## src/rtl/blink_pkg.sv

```systemverilog
// Shared types and default sizes for the LED pattern sequencer family.
package blink_pkg;

    typedef enum logic [1:0] {
        IDLE = 2'd0,
        ARM  = 2'd1,
        RUN  = 2'd2,
        DONE = 2'd3
    } state_t;

    localparam int DEF_PAT_W = 8;
    localparam int DEF_REP_W = 4;

endpackage

```

## src/rtl/blink_pattern_seq_if.sv

```systemverilog
// Control/status bundle between a pattern sequencer and its host.
// Outputs are registered except busy, which decodes the state register.
interface blink_pattern_seq_if #(
    parameter int PAT_W = 8,
    parameter int REP_W = 4
);
    localparam int STEP_W = $clog2(PAT_W);

    logic [15:0]       currentCount;
    logic [15:0]       mask;
    logic [PAT_W-1:0]  pattern_in;
    logic              load;
    logic              start;
    logic              stop;
    logic [REP_W-1:0]  repeat_count;
    logic              led;
    logic              busy;
    logic              done;
    logic [STEP_W-1:0] step;

    modport master (
        output currentCount, mask, pattern_in, load, start, stop, repeat_count,
        input  led, busy, done, step
    );

    modport slave (
        input  currentCount, mask, pattern_in, load, start, stop, repeat_count,
        output led, busy, done, step
    );
endinterface

```

## src/rtl/blink_tick.sv

```systemverilog
// Step-rate tick: rising edge of OR(count & mask); tick is combinational, one clk wide.
// Edge detector runs continuously so no edge is lost across consumer state changes.
module blink_tick (
    input  logic        clk,
    input  logic        rst_n,
    input  logic [15:0] count,
    input  logic [15:0] mask,
    output logic        tick
);
    logic level;
    logic prev_level;

    assign level = |(count & mask);

    always_ff @(posedge clk or negedge rst_n) begin
        if (!rst_n) begin
            prev_level <= 1'b0;
        end else begin
            prev_level <= level;
        end
    end

    assign tick = level & ~prev_level;
endmodule

```

## src/rtl/blink_pattern_seq.sv

```systemverilog
// Serial LED pattern player: one bit per masked-counter tick, replayed repeat_count+1 times.
// led updates on the edge that first samples the rising level; strobes are never back-pressured.
module blink_pattern_seq
    import blink_pkg::*;
#(
    parameter int PAT_W = DEF_PAT_W,
    parameter int REP_W = DEF_REP_W
) (
    input logic                clk,
    input logic                rst_n,
    blink_pattern_seq_if.slave bus
);
    localparam int STEP_W = $clog2(PAT_W);

    logic              tick;
    state_t            state_q, state_d;
    logic [PAT_W-1:0]  pat_q, pat_d;
    logic [REP_W-1:0]  reps_q, reps_d;
    logic [STEP_W-1:0] step_q, step_d;
    logic              last_q, last_d;
    logic              led_q, led_d;
    logic              done_q, done_d;
    logic              emit;

    blink_tick u_tick (
        .clk   (clk),
        .rst_n (rst_n),
        .count (bus.currentCount),
        .mask  (bus.mask),
        .tick  (tick)
    );

    always_ff @(posedge clk or negedge rst_n) begin
        if (!rst_n) begin
            state_q <= IDLE;
            pat_q   <= '0;
            reps_q  <= '0;
            step_q  <= '0;
            last_q  <= 1'b0;
            led_q   <= 1'b0;
            done_q  <= 1'b0;
        end else begin
            state_q <= state_d;
            pat_q   <= pat_d;
            reps_q  <= reps_d;
            step_q  <= step_d;
            last_q  <= last_d;
            led_q   <= led_d;
            done_q  <= done_d;
        end
    end

    always_comb begin
        state_d = state_q;
        pat_d   = pat_q;
        reps_d  = reps_q;
        step_d  = step_q;
        last_d  = last_q;
        led_d   = led_q;
        done_d  = done_q;
        emit    = 1'b0;

        if (bus.stop) begin
            state_d = IDLE;
            led_d   = 1'b0;
            done_d  = 1'b0;
            step_d  = '0;
        end else begin
            unique case (state_q)
                IDLE, DONE: begin
                    if (bus.load) begin
                        pat_d = bus.pattern_in;
                    end
                    if (bus.start) begin
                        state_d = ARM;
                        step_d  = '0;
                        reps_d  = bus.repeat_count;
                        last_d  = 1'b0;
                        done_d  = 1'b0;
                    end
                end
                ARM: begin
                    if (tick) begin
                        emit    = 1'b1;
                        state_d = RUN;
                    end
                end
                RUN: begin
                    if (tick && last_q) begin
                        led_d   = 1'b0;
                        state_d = DONE;
                        done_d  = 1'b1;
                    end else if (tick) begin
                        emit = 1'b1;
                    end
                end
                default: state_d = IDLE;
            endcase
        end

        // last is set while emitting the final bit so that bit is held a full tick.
        if (emit) begin
            led_d = pat_q[step_q];
            if (step_q == STEP_W'(PAT_W - 1)) begin
                step_d = '0;
                if (reps_q == '0) begin
                    last_d = 1'b1;
                end else begin
                    reps_d = reps_q - REP_W'(1);
                end
            end else begin
                step_d = step_q + STEP_W'(1);
            end
        end
    end

    assign bus.led  = led_q;
    assign bus.done = done_q;
    assign bus.step = step_q;
    assign bus.busy = (state_q == ARM) || (state_q == RUN);
endmodule

```

## src/flat_wrapper.sv

```systemverilog
// flat-port wrapper written by rule: the top's interface ports become plain ports
module blink_pattern_seq_flat import blink_pkg::*;
#(
    parameter int PAT_W = DEF_PAT_W,
    parameter int REP_W = DEF_REP_W
)
  (clk, rst_n, bus_currentCount, bus_mask, bus_pattern_in, bus_load, bus_start, bus_stop, bus_repeat_count, bus_led, bus_busy, bus_done, bus_step);
  blink_pattern_seq_if #(.PAT_W(PAT_W), .REP_W(REP_W)) bus_i ();
  input logic clk;
  input logic rst_n;
  input wire logic [$bits(bus_i.currentCount)-1:0] bus_currentCount;
  input wire logic [$bits(bus_i.mask)-1:0] bus_mask;
  input wire logic [$bits(bus_i.pattern_in)-1:0] bus_pattern_in;
  input wire logic [$bits(bus_i.load)-1:0] bus_load;
  input wire logic [$bits(bus_i.start)-1:0] bus_start;
  input wire logic [$bits(bus_i.stop)-1:0] bus_stop;
  input wire logic [$bits(bus_i.repeat_count)-1:0] bus_repeat_count;
  output wire logic [$bits(bus_i.led)-1:0] bus_led;
  output wire logic [$bits(bus_i.busy)-1:0] bus_busy;
  output wire logic [$bits(bus_i.done)-1:0] bus_done;
  output wire logic [$bits(bus_i.step)-1:0] bus_step;
  assign bus_i.currentCount = bus_currentCount;
  assign bus_i.mask = bus_mask;
  assign bus_i.pattern_in = bus_pattern_in;
  assign bus_i.load = bus_load;
  assign bus_i.start = bus_start;
  assign bus_i.stop = bus_stop;
  assign bus_i.repeat_count = bus_repeat_count;
  assign bus_led = bus_i.led;
  assign bus_busy = bus_i.busy;
  assign bus_done = bus_i.done;
  assign bus_step = bus_i.step;
  blink_pattern_seq #(.PAT_W(PAT_W), .REP_W(REP_W)) u_core (.clk(clk), .rst_n(rst_n), .bus(bus_i));
endmodule
```

## config.mk

```make
export PLATFORM = sky130hd
export DESIGN_NAME = blink_pattern_seq_flat
export DESIGN_NICKNAME = d
export VERILOG_FILES = /design/src/rtl/blink_pkg.sv /design/src/rtl/blink_pattern_seq_if.sv /design/src/rtl/blink_tick.sv /design/src/rtl/blink_pattern_seq.sv /design/src/flat_wrapper.sv
export SDC_FILE = /design/constraint.sdc
export NUM_CORES = 1
export LEC_CHECK = 0
export ABC_AREA = 1
export CELL_PAD_IN_SITES_DETAIL_PLACEMENT = 1
export CELL_PAD_IN_SITES_GLOBAL_PLACEMENT = 1
export CORE_MARGIN = 2
export CORE_UTILIZATION = 29
export CTS_CLUSTER_SIZE = 40
export DETAILED_ROUTE_END_ITERATION = 6
export PLACE_DENSITY_LB_ADDON = 0.1
export SYNTH_ARGS = -nofsm -noshare
export SYNTH_HDL_FRONTEND = slang
export SYNTH_SLANG_ARGS = --single-unit
```

## constraint.sdc

```tcl
create_clock -name clk -period 1.95 [get_ports clk]
set_input_delay 0.39 -clock clk [delete_from_list [all_inputs] [get_ports clk]]
set_output_delay 0.39 -clock clk [all_outputs]
set_load 0.01 [all_outputs]
```

==> run metrics <==
synthesized flop and latch total 21; Final Critical Period 1.71 ns; Setup-failing EPs final 0; crit-path cells clkdlybuf4s50_1; DRT iter0 DRCs 24; critical path class reg2out; skew final 0.00496 ns; Placed Cells a little under 300; fin. max-slew vios 0; initial antenna violation count 0; Finished Cell Area a little over 2000 um2; Skew-Pair Late Insertion Delay 0.26 ns; Critical path origin u_core.bus.step[1]; critical path's top delay family buffers and inverters; Worst Max-Slew Pin Slew 0.282 ns; # port buffers 54; first-pass GRT wire length 6.38 mm; routability cong. roughly 0.78; Max-cap violations 0; Final ANT Viol Nets 0; final wirelength 3.45 mm; total power 1.78 mW; Hold WS roughly 0.47 ns; CTS root buffer clkbuf_8; gr usage total approximately 15%; Worst path max stage delay 0.59 ns; Cell Area, Placed 1970 um2; core footprint 4410 um2; clock buffer count from CTS 3; asr flop ratio synth 100%; startpoint types flop; number of flops mapped to enable cells by yosys 0; cells after synthesis 186; die extent in x 72.2 um; Pleak 0.986 nW; I/O Pins 55; Via Count around 1,400; Post-Syn Area 1350 um2; diode count 0; Synth Net Count 241; CP max stage cell clkdlybuf4s50_1; Critical path buffers and inverters 1; most frequent cells in the layout nand2_1, clkdlybuf4s50_1, inv_1; Chip Height 72.2 um; Max Fclk roughly 600 MHz; nets@finish 303; clock tree from TritonCTS done; Syn Area/Cell 7.24 um2; CTS H-tree depth 1; Tcrit/Tclk final 87.5%; # rows 24; CP endpoint kind output port; die area roughly 5200 um2; power density cells roughly 870 nW/um2; dpl ws 0.101 ns; number of global-route vias before repair 1,418; Critical Path RT 1.56 ns; CTS max path bufs 2; wire length per cell between 10 and 15 um; Final Hold Viols 0; detailed-router iteration count before antenna repair 4; Primary FF master, synth dfrtp_1; largest net degree at the start of global routing 22; number of distinct library cells after synthesis 22; commonest non-fill, non-tap cell in the layout nand2_1; post-synthesis sequential area ratio 39.0%; Slew HR about four fifths; setup_tns 0 ns; CTS clk-pin slew, worst paths 0.08 ns; setup ws final 0.244 ns; FF-to-FF Start u_core.state_q[0]; HP Class in2async; crit path max fanout 7; Filler Cells Inserted roughly 570; CP Data Arrival Time 1.32 ns; CTS sink cnt 21; Avg Vias per Cell about 4.5; outcome completed; final std cells w/o fill ~300; global route overflow 0; placed wire-length estimate 2.80 mm; Starting Density 30.5%; RSZ-0062 raised after global routing no; Final Util 46.2%; number of synthesis warnings 0; P&R area growth vs syn 51.3%; Max VDD drop 0.356 mV; # DRC 0; share of cells above drive strength 1 10.1%
[where the power goes]
group | switching (mW) | leakage, nW | internal [mW]
logic | 0.435 | 0.703 | 0.410
clock network | 0.153 | 0.0255 | 0.143
registers | 0.0656 | 0.257 | 0.573
total | 0.654 | 0.986 | 1.13
[final cells by class]
class                      count  area [um2]  area share, %
timing repair buffer          58         573           28.1
inverter                      29         109           5.34
clock inverter                 1        5.00          0.245
multi-input combinational    135         721           35.3
tap                           52        65.1           3.19
clock buffer                   3        41.3           2.02
sequential                    21         526           25.8
[cells in the mapped netlist, types with 2 or more instances]
library cell  count  area, um2
nor2_4            2       22.5
dfrtp_1          21        526
o21ai_1           8       40.0
nor2_1           16       60.1
a21oi_1           8       40.0
nand3_1           9       45.0
o21ai_0           5       25.0
inv_1            24       90.1
nand2_1          63        236
nand4_1           5       31.3
mux2_2            5       56.3
ha_1              6       75.1
inv_2             5       18.8
[per-layer routing]
layer,vias up,wire length [um],global-route usage (%)
met5,-,0,0
met4,0,13,2.52
met3,2,136,3.61
met2,23,1680,27.2
met1,624,1620,19.2
li1,709,-,-
[path summary, 6_finish.rpt]
kind	endpoint	slack, ns	depth (start not counted)
hold reg to reg	u_core.bus.done	0.50	1
min in group clk	u_core.bus.done	0.50	1
hold / removal	u_core.state_q[1]	0.47	2
setup / recovery	bus_step[1]	0.24	1
max in group asynchronous	u_core.reps_q[1]	1.26	2
setup reg to reg	u_core.reps_q[1]	0.32	10
[logic make-up (layout without fill, tap and decap cells)]
logic type      after synthesis  in the layout  share of synthesized area, %
mux                           5              5                          4.18
buf+inv                      30             91                          8.45
xor+xnor                      1              1                         0.650
fa+ha+maj                     6              6                          5.57
flops                        21             21                          39.0
simple gates                 99             99                          32.4
compound gates               24             24                          9.75
[flip-flops by register name, indices dropped and copies added (netlist names)]
name,cells
u_core.bus.done,1
u_core.pat_q,8
u_core.reps_q,4
u_core.bus.led,1
u_core.u_tick.prev_level,1
u_core.last_q,1
u_core.state_q,2
u_core.bus.step,3
[what timing repair did]
| item | in CTS | in global routing |
|---|---|---|
| gates cloned | 0 | 0 |
| pin swaps | 0 | 0 |
| buffers inserted | 1 | 0 |
| endpoints found under the setup margin | 1 | 1 |
| hold buffers | 0 | 0 |
| resized for setup | 2 | 1 |
No activity file was read; power rests on OpenSTA's default activity.
